[config.mk]
export PLATFORM = sky130hd
export DESIGN_NAME = fifo_spram_ctrl
export DESIGN_NICKNAME = d
export VERILOG_FILES = /design/src/rtl/fifo_spram_pkg.sv /design/src/rtl/fifo_spram_outq.sv /design/src/rtl/fifo_spram_ctrl.sv
export SDC_FILE = /design/constraint.sdc
export NUM_CORES = 1
export LEC_CHECK = 0
export CAP_MARGIN = 20
export CORE_MARGIN = 2
export CORE_UTILIZATION = 70
export CTS_BUF_LIST = sky130_fd_sc_hd__clkbuf_4 sky130_fd_sc_hd__clkbuf_8
export DETAILED_ROUTE_END_ITERATION = 7
export DONT_BUFFER_PORTS = 1
export PLACE_DENSITY = 0.91
export REMOVE_ABC_BUFFERS = 1
export SLEW_MARGIN = 5
export SYNTH_ARGS = -nofsm -noshare
export SYNTH_HDL_FRONTEND = slang
export SYNTH_SLANG_ARGS = --single-unit
[constraint.sdc]
create_clock -name clk -period 7.6 [get_ports clk]
set_input_delay 1.52 -clock clk [delete_from_list [all_inputs] [get_ports clk]]
set_output_delay 1.52 -clock clk [all_outputs]
set_load 0.1 [all_outputs]
[src/rtl/fifo_spram_pkg.sv]
// rtl/fifo_spram_pkg.sv - shared defaults, bank command type and output-queue sizing for the SPRAM FIFO
package fifo_spram_pkg;

    localparam int DEF_DATA_WIDTH = 8;
    localparam int DEF_FIFO_DEPTH = 16;
    localparam int DEF_RD_LAT     = 2;
    localparam int DEF_ADDR_WIDTH = $clog2(DEF_FIFO_DEPTH);

    typedef struct packed {
        logic                      wen;
        logic [DEF_DATA_WIDTH-1:0] wdata;
        logic [DEF_ADDR_WIDTH-1:0] waddr;
        logic                      ren;
        logic [DEF_ADDR_WIDTH-1:0] raddr;
    } bank_cmd_t;

    // Two spare slots beyond the read latency keep a full-rate read stream from stalling.
    function automatic int outq_depth(input int rd_lat);
        return rd_lat + 2;
    endfunction

endpackage

[src/rtl/fifo_spram_outq.sv]
// rtl/fifo_spram_outq.sv - first-word-fall-through output queue absorbing bank read latency
module fifo_spram_outq #(
    parameter int DATA_WIDTH = 8,
    parameter int DEPTH      = 4,
    parameter int CW         = $clog2(DEPTH + 1)
) (
    input  logic                  clk,
    input  logic                  rst,
    input  logic                  push,
    input  logic [DATA_WIDTH-1:0] push_data,
    input  logic                  pop,
    output logic [DATA_WIDTH-1:0] data,
    output logic                  valid,
    output logic [CW-1:0]         count
);
    localparam int PW = (DEPTH > 1) ? $clog2(DEPTH) : 1;
    localparam logic [PW-1:0] LAST = PW'(DEPTH - 1);

    logic [DATA_WIDTH-1:0] mem [DEPTH];
    logic [PW-1:0]         head;
    logic [PW-1:0]         tail;
    logic                  do_push;
    logic                  do_pop;

    assign valid   = (count != '0);
    assign do_pop  = pop & valid;
    // A push into a full queue is legal only when the head leaves in the same cycle.
    assign do_push = push & ((count != CW'(DEPTH)) | do_pop);
    assign data    = mem[head];

    always_ff @(posedge clk) begin
        if (rst) begin
            head  <= '0;
            tail  <= '0;
            count <= '0;
            for (int i = 0; i < DEPTH; i++) begin
                mem[i] <= '0;
            end
        end else begin
            if (do_push) begin
                mem[tail] <= push_data;
                tail      <= (tail == LAST) ? '0 : tail + 1'b1;
            end
            if (do_pop) begin
                head <= (head == LAST) ? '0 : head + 1'b1;
            end
            count <= count + CW'(do_push) - CW'(do_pop);
        end
    end

    outq_no_overflow: assert property (@(posedge clk) disable iff (rst) !(push && !do_push));

endmodule

[src/rtl/fifo_spram_ctrl.sv]
// rtl/fifo_spram_ctrl.sv - streaming FIFO control for a single-port-RAM bank; FIFO_SPRAM_COUNT_EN adds a count port
module fifo_spram_ctrl
    import fifo_spram_pkg::*;
#(
    parameter int DATA_WIDTH = DEF_DATA_WIDTH,
    parameter int FIFO_DEPTH = DEF_FIFO_DEPTH,
    parameter int ADDR_WIDTH = $clog2(FIFO_DEPTH),
    parameter int RD_LAT     = DEF_RD_LAT,
    parameter int OUTQ_DEPTH = outq_depth(RD_LAT)
) (
    input  logic                  clk,
    input  logic                  rst,
    input  logic                  s_valid,
    output logic                  s_ready,
    input  logic [DATA_WIDTH-1:0] s_data,
    output logic                  m_valid,
    input  logic                  m_ready,
    output logic [DATA_WIDTH-1:0] m_data,
    output logic                  bank_wen,
    output logic [DATA_WIDTH-1:0] bank_wdata,
    output logic [ADDR_WIDTH-1:0] bank_waddr,
    output logic                  bank_ren,
    output logic [ADDR_WIDTH-1:0] bank_raddr,
    input  logic [DATA_WIDTH-1:0] bank_rdata,
    output logic                  full,
    output logic                  empty
`ifdef FIFO_SPRAM_COUNT_EN
    ,
    output logic [$clog2(FIFO_DEPTH+OUTQ_DEPTH+1)-1:0] count
`endif
);
    localparam int MW = $clog2(FIFO_DEPTH + 1);
    localparam int CW = $clog2(OUTQ_DEPTH + 1);
    localparam logic [MW-1:0] MEM_FULL   = MW'(FIFO_DEPTH);
    localparam logic [CW:0]   CREDIT_LIM = (CW + 1)'(OUTQ_DEPTH);

    logic [ADDR_WIDTH-1:0] wptr;
    logic [ADDR_WIDTH-1:0] rptr;
    logic [MW-1:0]         mem_count;
    logic [MW-1:0]         mem_count_nxt;
    logic                  bubble;
    logic [RD_LAT:1]       infl;
    logic [CW-1:0]         inflight_cnt;
    logic [CW-1:0]         outq_cnt;
    logic [CW:0]           credit_used;
    logic                  wr;
    logic                  rd;
    logic                  pop;

    always_comb begin
        inflight_cnt = '0;
        for (int i = 1; i <= RD_LAT; i++) begin
            inflight_cnt = inflight_cnt + CW'(infl[i]);
        end
    end

    // Reads are only issued when a landing slot in the output queue is already reserved.
    assign credit_used   = {1'b0, inflight_cnt} + {1'b0, outq_cnt};
    assign s_ready       = ~bubble & (mem_count != MEM_FULL);
    assign wr            = s_valid & s_ready;
    assign rd            = (mem_count != '0) & ~bubble & (credit_used < CREDIT_LIM);
    assign mem_count_nxt = mem_count + MW'(wr) - MW'(rd);
    assign pop           = m_valid & m_ready;

    assign bank_wen   = wr;
    assign bank_wdata = s_data;
    assign bank_waddr = wptr;
    assign bank_ren   = rd;
    assign bank_raddr = rptr;

    assign full  = (mem_count == MEM_FULL);
    assign empty = (mem_count == '0) & (infl == '0) & (outq_cnt == '0);

    always_ff @(posedge clk) begin
        if (rst) begin
            wptr      <= '0;
            rptr      <= '0;
            mem_count <= '0;
            bubble    <= 1'b0;
            infl      <= '0;
        end else begin
            wptr      <= wptr + ADDR_WIDTH'(wr);
            rptr      <= rptr + ADDR_WIDTH'(rd);
            mem_count <= mem_count_nxt;
            // The bank defers a colliding write into the following cycle, so that cycle stays idle.
            bubble    <= wr & rd;
            infl[1]   <= rd;
            for (int i = 2; i <= RD_LAT; i++) begin
                infl[i] <= infl[i-1];
            end
        end
    end

    fifo_spram_outq #(
        .DATA_WIDTH (DATA_WIDTH),
        .DEPTH      (OUTQ_DEPTH),
        .CW         (CW)
    ) u_outq (
        .clk       (clk),
        .rst       (rst),
        .push      (infl[RD_LAT]),
        .push_data (bank_rdata),
        .pop       (pop),
        .data      (m_data),
        .valid     (m_valid),
        .count     (outq_cnt)
    );

`ifdef FIFO_SPRAM_COUNT_EN
    localparam int KW = $clog2(FIFO_DEPTH + OUTQ_DEPTH + 1);

    // Next-cycle total: the in-flight push moves a word from pipe to queue, so it cancels out.
    always_ff @(posedge clk) begin
        if (rst) begin
            count <= '0;
        end else begin
            count <= KW'(mem_count_nxt) + KW'(inflight_cnt) + KW'(outq_cnt) + KW'(rd) - KW'(pop);
        end
    end
`endif

endmodule

==> results of run 1 <==
==> where the power goes <==
part	leakage [nW]	switching, mW	total (mW)	internal (mW)
combinational	0.549	0.365	0.526	0.162
sequential	0.536	0.117	0.497	0.380
clock	0.108	0.116	0.291	0.175
==> placed cells by master (no fill, tap or decap), types with 8 or more instances in the layout <==
cell / netlist / routed
and2_2: 12 / 12
nor2b_1: 9 / 9
nor2_1: 10 / 10
ha_1: 16 / 16
edfxtp_1: 32 / 32
mux4_2: 8 / 8
clkbuf_8: 0 / 11
dfxtp_1: 25 / 25
and2_1: 22 / 22
inv_1: 13 / 13
==> how the worst max path moves through the flow <==
stage / from / endpoint / slack (ns) / cells past startpoint
global placement: s_valid / bank_wen / 3.76 / 1
CTS: u_outq.count[0] / bank_ren / 3.65 / 4
detailed placement: s_valid / bank_wen / 3.75 / 1
global route: u_outq.count[0] / bank_ren / 3.52 / 4
finish: u_outq.count[0] / bank_ren / 3.66 / 4
floorplan: u_outq.count[1] / empty / 1.66 / 2
==> cell families (layout without fill, tap and decap cells) <==
kind of cell,count (synthesis),in the layout,synth area share (%)
compound gates,12,12,2.84
fa+ha+maj,18,18,8.81
mux,9,9,6.97
buf+inv,28,31,5.60
flops,57,57,53.6
xor+xnor,8,8,2.57
simple gates,81,81,19.6
==> layer usage <==
metal / vias to the layer above / share of wire, % / track usage (%)
met5: - / 0 / 0
met4: 0 / 2.5 / 13.5
met3: 17 / 5.9 / 8.52
li1: 726 / - / -
met2: 58 / 56 / 46.8
met1: 748 / 36 / 28.3
==> synthesized netlist by cell type <==
master	count
mux4_2	8
or2_2	1
buf_6	2
and3_1	1
nor4_4	1
nor2_1	10
buf_1	2
nand2b_1	2
nor3_2	1
edfxtp_1	32
nor2b_1	9
nand3_1	4
nand2_1	5
nor4b_4	1
a31oi_1	1
mux2i_1	1
a21oi_1	5
and2_1	22
xor2_1	4
o21bai_1	2
nor4b_1	2
a31o_2	1
xnor2_1	4
dfxtp_1	25
and4b_1	1
a21o_1	2
ha_1	16
buf_2	2
a211oi_1	1
clkbuf_1	1
nor3_1	1
inv_1	13
or3_1	3
nor3b_2	1
and3b_1	2
fa_1	2
buf_4	8
and2_2	12
or2_1	1
nor3b_1	1
==> layout make-up <==
class / instances / share of cell area, %
tap: 48 / 2.05
clock buffer: 13 / 5.67
multi-input combinational: 128 / 38.3
clock inverter: 3 / 1.32
timing repair buffer: 2 / 1.19
sequential: 57 / 49.8
inverter: 13 / 1.66
==> metrics by stage <==
step	instance area [sq um]	std cells	total power [mW]	hold slack [ns]
detailed placement	2730	248	1.03	0.475
finish	2940	264	1.31	0.489
global placement	2730	248	0.997	0.460
floorplan	2620	198	0.937	0.447
global route	2940	264	1.38	0.499
CTS	2940	264	1.32	0.484
==> worst register-to-register path, delay by kind of cell (launching register included) <==
family,cells,cell delay [ns]
AO/OA/AOI/OAI,4,0.77
buffers and inverters,2,0.12
flip-flops,1,0.43
adder cells (fa/ha/maj),4,1.19
AND/OR/NAND/NOR,3,1.09
==> registers in the layout (all words and copies together) (netlist names), named ones only <==
name          count
u_outq.head       2
bank_waddr        4
bank_raddr        4
mem_count         5
u_outq.mem       32
bubble            1
infl              2
u_outq.count      3
u_outq.tail       2
==> summary.md, run 1 <==
| Metric | Value |
|---|---|
| Fraction of layout cells with a size suffix above 1 | `20.8%` |
| Post-CTS Repair Setup Buffers | `0` |
| DRC Markers | `0` |
| Max IR drop VDD | `0.335 mV` |
| Clk Latency, worst-skew pair | `0.34 ns` |
| H-tree levels | `3` |
| CP peak stage delay | `0.87 ns` |
| Crit-path max FO | `4` |
| Synthesized instance count | `213` |
| Worst slew margin | `29.9%` |
| R2R depth | `13` |
| Hold EP | `u_outq.head[1]` |
| CORE AREA | `3720 sq um` |
| Final period util | `51.8%` |
| Yosys reg bits | `57` |
| Power Density | `448 nW/um^2` |
| FMAX | `0.254 GHz` |
| Max-Cap Viols | `0` |
| Post-DP HPWL | `3490 um` |
| Total congestion overflow | `0` |
| CP Cell Sequence | `ha_1 > a21o_1 > a211oi_1 > and2_1` |
| # IOs | `50` |
| Root buf cell | `clkbuf_8` |
| Initial core utilization | `73.4%` |
| Fin Setup TNS | `0 ns` |
| Final Net Count | `249` |
| R2R Path End | `mem_count[4]` |
| Final setup violation count | `0` |
| Via-to-Cell Ratio | `5.87` |
| Syn Area/Cell | `12.8 sq um` |
| Buf+Inv Stages, Crit Path | `0` |
| Worst Hold Path Cells | `2` |
| Post-cts repair resize count | `0` |
| Wire per inst | `19.0 um` |
| Synth unique cells | `40` |
| Yosys top cell area share | `35.2%` |
| Reg-to-reg slack, setup | `3.87 ns` |
| Clk slew on worst S/H paths | `0.06 ns` |
| Min-delay src | `u_outq.head[1]` |
| Leak | `1.19 nW` |
| Kind of end point of the critical path | `output pin` |
| Post-route ant nets | `0` |
| Worst path arrival time | `2.42 ns` |
| Clock Sinks | `57` |
| Top delay family on crit path | `simple AND/OR/NAND/NOR gates` |
| Yosys warns | `0` |
| Synth-to-Final Area Change | `7.66%` |
| Final Critical Period | `3.94 ns` |
| Routability congestion estimate from global placement | `0.754` |
| DR pass1 iterations | `4` |
| Clk_skew | `0.00615 ns` |
| First-pass GRT wire length | `8250 um` |
| Fill count | `200` |
| Top post-synthesis cells by area | `edfxtp_1 35%, dfxtp_1 18%, ha_1 7.3%` |
| Vias in the first global route | `1765` |
| R2r startpoint | `u_outq.count[0]` |
| Clock buffer depth | `2` |
| Layout Utilization | `79.0%` |
| Sequential area share after synthesis | `53.6%` |
| Dpl ws | `3.75 ns` |
| CTS tree | `yes` |
| CTS buffer count | `9` |
| Largest net degree at the start of global routing | `31` |
| Hold/Removal Path Class | `reg2reg` |
| CP Launch Type | `flip-flop` |
| IO buf count | `0` |
| Final Hold Vio Count | `0` |
| Outcome | `complete, no violations` |
| Initial antenna violation count | `0` |
| N_diodes | `0` |
| Cell Rows | `22` |
| Multi-input combinational cell area | `1130 sq um` |
| Wirelength, routed | `5030 um` |
| CP max-delay cell | `and2_1` |
| Critical path type | `reg2out` |
| Slew @ Worst Pin | `1.05 ns` |
| Die Span Y | `66.4 um` |
| Sequential cell area | `1460 sq um` |
| RSZ-0062 raised after global routing | `no` |
| Worst EP required | `6.08 ns` |
| DRT iter0 DRCs | `155` |
| Chip Width | `66.4 um` |
| GRT Resource Usage Total | `26.6%` |
| Via count | `1549` |
| Max-slew violations | `0` |
| Hold-fix buffers at CTS | `0` |
| Area leader, netlist | `edfxtp_1` |
| Synth Cell Area | `2730 sq um` |
| Final worst slack | `3.66 ns` |
| Die Footprint | `4410 sq um` |
Note: power is estimated with default switching activity, not from simulation.
==> inputs of run 2 (changes only) <==
--- a/config.mk
+++ b/config.mk
@@ -5,13 +5,14 @@
 export SDC_FILE = /design/constraint.sdc
 export NUM_CORES = 1
 export LEC_CHECK = 0
+export ABC_AREA = 1
 export CAP_MARGIN = 20
 export CORE_MARGIN = 2
-export CORE_UTILIZATION = 70
+export CORE_UTILIZATION = 65
 export CTS_BUF_LIST = sky130_fd_sc_hd__clkbuf_4 sky130_fd_sc_hd__clkbuf_8
 export DETAILED_ROUTE_END_ITERATION = 7
 export DONT_BUFFER_PORTS = 1
-export PLACE_DENSITY = 0.91
+export PLACE_DENSITY = 0.86
 export REMOVE_ABC_BUFFERS = 1
 export SLEW_MARGIN = 5
 export SYNTH_ARGS = -nofsm -noshare
==> constraint.sdc (replaced) <==
create_clock -name clk -period 3.9 [get_ports clk]
set_input_delay 0.78 -clock clk [delete_from_list [all_inputs] [get_ports clk]]
set_output_delay 0.78 -clock clk [all_outputs]
set_load 0.1 [all_outputs]
==> run 2 against run 1 <==
Net effect:
- synthesized area is 1.4% higher
- utilization is 3.1 points lower
- hold slack worse by 0.040 ns
- first-iteration DRC count is 14% higher
- clock skew is 0.0022 ns higher
- count of clock-buffer cells in the layout is 1 lower
- routed wire length is 2.9% higher
- register-to-register slack worse by 2.8 ns
- critical endpoint is now mem_count[4]
- largest cell class unchanged
- highest routed layer unchanged
==> summary.md, run 2 <==
| Metric | Value |
|---|---|
| Commonest non-fill, non-tap cell in the layout | `nor2_1 (was edfxtp_1)` |
| Final non-filler cell total | `356 (was 264)` |
| Synthesized instance count | `290 (was 213)` |
| CP Launch Type | `flip-flop (unchanged)` |
| Synth unique cells | `26 (was 40)` |
| Fill count | `287 (was 200)` |
| Slew @ Worst Pin | `1.04 ns (was 1.05 ns)` |
| Largest net degree at the start of global routing | `20 (was 31)` |
| Regs by FF count | `u_outq.mem (32), mem_count (5) (unchanged)` |
| GRT Resource Usage Total | `23.5% (was 26.6%)` |
| Worst EP required | `4.17 ns (was 6.08 ns)` |
| Post-route ant nets | `0 (unchanged)` |
| Critical path type | `reg2reg (was reg2out)` |
| Sequential area share after synthesis | `52.9% (was 53.6%)` |
| Multi-input combinational cell area | `1080 sq um (was 1130 sq um)` |
| Max-Cap Viols | `0 (unchanged)` |
| CP endpoint | `mem_count[4] (was bank_ren)` |
| Post-cts repair resize count | `0 (unchanged)` |
| Crit-path max FO | `3 (was 4)` |
| Post-synth top cells | `53 x nor2_1, 41 x inv_1, 32 x edfxtp_1 (was 32 x edfxtp_1, 25 x dfxtp_1, 22 x and2_1)` |
| Yosys reg bits | `57 (unchanged)` |
| Chip Width | `69.2 um (was 66.4 um)` |
| Post-DP HPWL | `3640 um (was 3490 um)` |
| Yosys warns | `0 (unchanged)` |
| Total congestion overflow | `0 (unchanged)` |
| Clk Latency, worst-skew pair | `0.33 ns (was 0.34 ns)` |
| Yosys top cell area share | `34.8% (was 35.2%)` |
| Placed insts | `339 (was 248)` |
| Clk_skew | `0.00840 ns (was 0.00615 ns)` |
| CP max-delay cell | `fa_1 (was and2_1)` |
| Initial core utilization | `68.1% (was 73.4%)` |
| Final Critical Period | `2.84 ns` |
| Final Net Count | `339 (was 249)` |
| Die Span Y | `69.2 um (was 66.4 um)` |
| Most flops, register | `u_outq.mem (unchanged)` |
| Initial antenna violation count | `0 (unchanged)` |
| Most used cell, CP | `nand2_1` |
| Ys async rst share | `0% (unchanged)` |
| IO buf count | `0 (unchanged)` |
| R2R depth | `21 (was 13)` |
| Top FF cell, synth | `edfxtp_1 (unchanged)` |
| # IOs | `50 (unchanged)` |
| Vias in the first global route | `2027 (was 1765)` |
| CTS tree | `yes (unchanged)` |
| Post-CTS Repair Setup Buffers | `0 (unchanged)` |
| Final setup violation count | `0 (unchanged)` |
| Most instantiated library cell after synthesis | `nor2_1 (was edfxtp_1)` |
| R2R Path End | `mem_count[4] (unchanged)` |
| Via-to-Cell Ratio | `5.56 (was 5.87)` |
| CP Cell Sequence | `ha_1 > nand2_1 > nand2_1 > nand2_1 > nand2_1 > nor2_1 > nand2_1 > inv_1 > buf_4 > ha_1 > inv_1 > ha_1 > inv_1 > fa_1 > inv_1 > nand2_1 > nand2_1 > a21oi_1 > nand2_1 > nand2_1 > nor2_1 (was ha_1 > a21o_1 > a211oi_1 > and2_1)` |
| Final period util | `72.8%` |
| R2r startpoint | `infl[1] (was u_outq.count[0])` |
| Worst slew margin | `30.7% (was 29.9%)` |
| Syn Area/Cell | `9.54 sq um (was 12.8 sq um)` |
| Root buf cell | `clkbuf_8 (unchanged)` |
| Reg-to-reg slack, setup | `1.06 ns (was 3.87 ns)` |
| CP peak stage delay | `0.36 ns (was 0.87 ns)` |
| Top post-synthesis cells by area | `edfxtp_1 35%, dfxtp_1 18%, ha_1 7.2% (was edfxtp_1 35%, dfxtp_1 18%, ha_1 7.3%)` |
| WL met3 | `387 um (was 295 um)` |
| Hold-fix buffers at CTS | `0 (unchanged)` |
| DRC Markers | `0 (unchanged)` |
| Routability congestion estimate from global placement | `0.881 (was 0.754)` |
| FMAX | `0.352 GHz` |
| Die Footprint | `4790 sq um (was 4410 sq um)` |
| EDFF count, synth | `32 (unchanged)` |
| CTS buffer count | `9 (unchanged)` |
| Worst hold margin | `0.449 ns (was 0.489 ns)` |
| Layout Utilization | `75.9% (was 79.0%)` |
| RSZ-0062 raised after global routing | `no (unchanged)` |
| DRT iter0 DRCs | `177 (was 155)` |
| DR WL met2 | `2610 um (was 2810 um)` |
| Cell Rows | `23 (was 22)` |
| Synth-to-Final Area Change | `11.4% (was 7.66%)` |
| Clk slew on worst S/H paths | `0.06 ns (about the same)` |
| Fin Setup TNS | `0 ns (unchanged)` |
| Via count | `1981 (was 1549)` |
| Worst path arrival time | `3.11 ns (was 2.42 ns)` |
| Kind of end point of the critical path | `flip-flop (was output pin)` |
| WL met1 | `2050 um (was 1800 um)` |
| DR pass1 iterations | `4 (unchanged)` |
| H-tree levels | `3 (unchanged)` |
| Clock buffer depth | `2 (unchanged)` |
| CP Launch Point | `infl[1] (was u_outq.count[0])` |
| Area leader, netlist | `edfxtp_1 (unchanged)` |
| Wire per inst | `14.5 um (was 19.0 um)` |
| Sequential cell area | `1460 sq um (unchanged)` |
| CORE AREA | `4060 sq um (was 3720 sq um)` |
| N_diodes | `0 (unchanged)` |
| Clock Sinks | `57 (unchanged)` |
| Highest Signal Layer | `met4 (unchanged)` |
| Synth Cell Area | `2770 sq um (was 2730 sq um)` |
| Outcome | `complete, no violations (unchanged)` |
| Wirelength, routed | `5170 um (was 5030 um)` |
| Fraction of layout cells with a size suffix above 1 | `17.6% (was 20.8%)` |
| First-pass GRT wire length | `8720 um (was 8250 um)` |
| Max FFs per register | `32 (unchanged)` |
| Hold/Removal Path Class | `reg2reg (unchanged)` |
| Final Hold Vio Count | `0 (unchanged)` |
| Commonest non-fill, non-tap cells in the layout | `53 x nor2_1, 41 x inv_1, 32 x edfxtp_1, 25 x dfxtp_1, 23 x o21ai_0 (was 32 x edfxtp_1, 25 x dfxtp_1, 22 x and2_1, 16 x ha_1, 13 x inv_1)` |
| Max-slew violations | `0 (unchanged)` |
==> run 2: per-stage QoR <==
stage,setup WS (ns),instance area (sq um)
finish,1.06,3080
global route,0.808,3080
CTS,1.04,3080
detailed placement,1.05,2880
global placement,1.20,2880
floorplan,0.631,2660
==> run 2: cell type report <==
class | instances | share of cell area (%)
Inverter | 44 | 5.36
Timing Repair Buffer | 16 | 3.82
Multi-Input combinational cell | 173 | 35.0
Sequential cell | 57 | 47.4
Clock buffer | 12 | 4.96
Clock inverter | 4 | 1.38
Tap cell | 50 | 2.03
==> run 2: worst min path at each step <==
stage,from,to,slack [ns],depth (start not counted)
finish,infl[1],infl[2],0.45,2
floorplan,infl[1],infl[2],0.42,2
global placement,infl[1],infl[2],0.43,2
detailed placement,infl[1],infl[2],0.44,2
CTS,infl[1],infl[2],0.45,2
global route,infl[1],infl[2],0.49,2
==> run 2: kinds of logic (layout without fill, tap and decap cells) <==
kind of cell,after synthesis,in the layout,synth area share (%)
flops,57,57,52.9
xor+xnor,6,6,1.90
buf+inv,60,76,9.95
fa+ha+maj,18,18,8.69
compound gates,34,34,6.52
simple gates,115,115,20.1
==> run 2: critical path: cells and delay by family, from the launching register on <==
family	cells	cell delay [ns]
fa+ha+maj	4	1.09
compound gates	1	0.07
simple gates	11	0.74
flops	1	0.33
buf+inv	5	0.56
==> run 2: per-layer routing <==
metal  vias to the layer above  track usage (%)
met5                         -                0
met4                         0             14.6
met3                        16             9.59
met2                        80             37.9
met1                       912             25.8
li1                        973                -
Power of run 2 is not shown: default switching activity piles up to over one toggle a cycle in this logic, so the estimate is an artifact.
==> inputs of run 3 (changes only) <==
--- a/config.mk
+++ b/config.mk
@@ -5,14 +5,14 @@
 export SDC_FILE = /design/constraint.sdc
 export NUM_CORES = 1
 export LEC_CHECK = 0
-export ABC_AREA = 1
+export ABC_AREA = 0
 export CAP_MARGIN = 20
 export CORE_MARGIN = 2
-export CORE_UTILIZATION = 65
+export CORE_UTILIZATION = 59
 export CTS_BUF_LIST = sky130_fd_sc_hd__clkbuf_4 sky130_fd_sc_hd__clkbuf_8
 export DETAILED_ROUTE_END_ITERATION = 7
 export DONT_BUFFER_PORTS = 1
-export PLACE_DENSITY = 0.86
+export PLACE_DENSITY = 0.83
 export REMOVE_ABC_BUFFERS = 1
 export SLEW_MARGIN = 5
 export SYNTH_ARGS = -nofsm -noshare
==> constraint.sdc (replaced) <==
create_clock -name clk -period 2.6 [get_ports clk]
set_input_delay 0.52 -clock clk [delete_from_list [all_inputs] [get_ports clk]]
set_output_delay 0.52 -clock clk [all_outputs]
set_load 0.1 [all_outputs]
==> run 3 against run 2 <==
Net effect:
- the run now ends with negative setup slack left
- count of clock-buffer cells in the layout is the same
- cell count decreased by 16%
- global-route usage down 1.5 points
- design area is 6.0% higher
- critical path depth down 8
- worst setup slack got worse by 1.1 ns
- sequential cell count did not move
- routed wire length rose by 4.9%
- register-to-register slack worse by 1.1 ns
- first-iteration DRC count fell by 36%
- critical path type unchanged
- highest routed layer unchanged
==> summary.md, run 3 (synthesized netlist as in run 1, its figures left out) <==
| Metric | Value |
|---|---|
| Outcome | `finished with violations (was complete, no violations)` |
| Violated checks | `negative setup slack` |
| Clk_skew | `0.00736 ns (was 0.00840 ns)` |
| RSZ-0062 raised after global routing | `yes (was no)` |
| Initial core utilization | `61.8% (was 68.1%)` |
| H-tree levels | `3 (unchanged)` |
| Vias in the first global route | `1739 (was 2027)` |
| Min-delay src | `rst (was infl[1])` |
| Sw frac | `43.3%` |
| Routability congestion estimate from global placement | `0.780 (was 0.881)` |
| Max-Cap Viols | `0 (unchanged)` |
| GRT Resource Usage Total | `22.1% (was 23.5%)` |
| Regs by FF count | `u_outq.mem (32), mem_count (5) (unchanged)` |
| Gate power share | `52.2%` |
| Placed insts | `276 (was 339)` |
| Final period util | `103% (was 72.8%)` |
| Internal power | `2.51 mW` |
| Final worst slack | `-0.0706 ns (was 1.06 ns)` |
| Final setup violation count | `1 (was 0)` |
| Layout Utilization | `74.0% (was 75.9%)` |
| Final non-filler cell total | `298 (was 356)` |
| Max-slew violations | `0 (unchanged)` |
| Root buf cell | `clkbuf_8 (unchanged)` |
| Via count | `1700 (was 1981)` |
| Worst path arrival time | `2.89 ns (was 3.11 ns)` |
| # IOs | `50 (unchanged)` |
| Power Density | `1360 nW/um^2` |
| Post-route ant nets | `0 (unchanged)` |
| Commonest non-fill, non-tap cell in the layout | `edfxtp_1 (was nor2_1)` |
| Initial antenna violation count | `0 (unchanged)` |
| CTS buffer count | `9 (unchanged)` |
| CORE AREA | `4410 sq um (was 4060 sq um)` |
| Clk Latency, worst-skew pair | `0.33 ns (about the same)` |
| Kind of end point of the critical path | `flip-flop (unchanged)` |
| Most used cell, CP | `ha_4 (was nand2_1)` |
| Max IR drop VDD | `1.25 mV` |
| Buf+Inv Stages, Crit Path | `2 (was 5)` |
| Placed cell area | `2910 sq um (was 2880 sq um)` |
| Fin Setup TNS | `-0.0706 ns (was 0 ns)` |
| R2r startpoint | `u_outq.count[0] (was infl[1])` |
| CP max-delay cell | `fa_2 (was fa_1)` |
| DRC Markers | `0 (unchanged)` |
| Worst slew margin | `64.8% (was 30.7%)` |
| CP peak stage delay | `0.40 ns (was 0.36 ns)` |
| Leak | `1.36 nW` |
| FMAX | `0.374 GHz (was 0.352 GHz)` |
| Largest net degree at the start of global routing | `31 (was 20)` |
| Wire per inst | `18.2 um (was 14.5 um)` |
| Wirelength, routed | `5430 um (was 5170 um)` |
| Via-to-Cell Ratio | `5.70 (was 5.56)` |
| IO buf count | `0 (unchanged)` |
| Total congestion overflow | `0 (unchanged)` |
| Clock buffer depth | `2 (unchanged)` |
| Fill count | `262 (was 287)` |
| Die Span Y | `72.0 um (was 69.2 um)` |
| CP Launch Type | `flip-flop (unchanged)` |
| Top delay family on crit path | `adder cells (unchanged)` |
| Final Net Count | `279 (was 339)` |
| Final Critical Period | `2.67 ns (was 2.84 ns)` |
| Finished Cell Area | `3260 sq um (was 3080 sq um)` |
| Max FFs per register | `32 (unchanged)` |
| Fraction of layout cells with a size suffix above 1 | `37.4% (was 17.6%)` |
| First-pass GRT wire length | `8310 um (was 8720 um)` |
| R2R Path End | `mem_count[4] (unchanged)` |
| Total chip power | `4.43 mW` |
| Crit-path max FO | `3 (unchanged)` |
| Worst hold margin | `0.255 ns (was 0.449 ns)` |
| Hold EP | `mem_count[3] (was infl[2])` |
| DR pass1 iterations | `4 (unchanged)` |
| CP Cell Sequence | `ha_4 > a21o_1 > a211oi_2 > and2_4 > ha_4 > inv_2 > ha_4 > inv_2 > fa_2 > nor2b_2 > o21bai_1 > a21oi_1 > nor3b_2 (was ha_1 > nand2_1 > nand2_1 > nand2_1 > nand2_1 > nor2_1 > nand2_1 > inv_1 > buf_4 > ha_1 > inv_1 > ha_1 > inv_1 > fa_1 > inv_1 > nand2_1 > nand2_1 > a21oi_1 > nand2_1 > nand2_1 > nor2_1)` |
| Dpl ws | `-0.118 ns (was 1.05 ns)` |
| Hold/Removal Path Class | `in2reg (was reg2reg)` |
| Reg-to-reg slack, setup | `-0.07 ns (was 1.06 ns)` |
| Seq pwr share | `27.5%` |
| Commonest non-fill, non-tap cells in the layout | `32 x edfxtp_1, 30 x buf_4, 21 x and2_1, 21 x dfxtp_1 (was 53 x nor2_1, 41 x inv_1, 32 x edfxtp_1, 25 x dfxtp_1, 23 x o21ai_0)` |
| Synth-to-Final Area Change | `19.7% (was 11.4%)` |
| CTS tree | `yes (unchanged)` |
| N_diodes | `0 (unchanged)` |
| Worst Hold Path Cells | `1 (was 2)` |
| Final Hold Vio Count | `0 (unchanged)` |
| Cell Rows | `24 (was 23)` |
| Clk slew on worst S/H paths | `0.06 ns (about the same)` |
| Multi-input combinational cell area | `1200 sq um (was 1080 sq um)` |
| Sequential cell area | `1470 sq um (was 1460 sq um)` |
| Critical path type | `reg2reg (unchanged)` |
| Slew @ Worst Pin | `0.526 ns (was 1.04 ns)` |
| Clock Sinks | `57 (unchanged)` |
| Post-DP HPWL | `3290 um (was 3640 um)` |
| Most flops, register | `u_outq.mem (unchanged)` |
| Switching pwr | `1.92 mW` |
| Chip Width | `72.0 um (was 69.2 um)` |
| Die Footprint | `5180 sq um (was 4790 sq um)` |
| DRT iter0 DRCs | `113 (was 177)` |
| Worst EP required | `2.82 ns (was 4.17 ns)` |
| R2R depth | `13 (was 21)` |
| Power share of the clock group | `20.3%` |
run 3: routing by layer:
metal  routed length [um]  global-route usage (%)
met2                 2830                    37.1
met5                    0                       0
met3                  332                    8.33
met4                  131                    8.39
met1                 2130                    25.8
run 3: layout make-up:
class / instances / area share, %
Sequential cell: 57 / 44.9
Timing Repair Buffer: 32 / 8.28
Clock buffer: 12 / 4.48
Tap cell: 52 / 1.99
Clock inverter: 4 / 2.07
Multi-Input combinational cell: 128 / 36.8
Inverter: 13 / 1.49
run 3: how the worst max path moves through the flow:
| stage | depth (start not counted) | start | endpoint |
|---|---|---|---|
| 2_1_floorplan | 2 | u_outq.count[1] | empty |
| 3_3_place_gp | 13 | infl[1] | mem_count[4] |
| 3_5_place_dp | 13 | infl[1] | mem_count[4] |
| 4_1_cts | 14 | infl[1] | mem_count[4] |
| 5_1_grt | 13 | u_outq.count[0] | mem_count[4] |
| 6_report | 13 | u_outq.count[0] | mem_count[4] |
run 3: power by group through the flow:
stage / Clock (mW) / Combinational (mW) / Sequential, mW
2_1_floorplan: 0 / 1.32 / 1.42
3_3_place_gp: 0 / 1.90 / 1.21
3_5_place_dp: 0 / 1.93 / 1.21
4_1_cts: 0.904 / 2.06 / 1.20
5_1_grt: 0.950 / 2.45 / 1.23
6_report: 0.898 / 2.31 / 1.22
run 3: what timing repair did:
| action | CTS | global route |
|---|---|---|
| pin swaps | 2 | 9 |
| setup buffers | 3 | 5 |
| hold buffers | 0 | 0 |
| setup endpoints to repair | 1 | 7 |
| gates resized for setup | 6 | 16 |
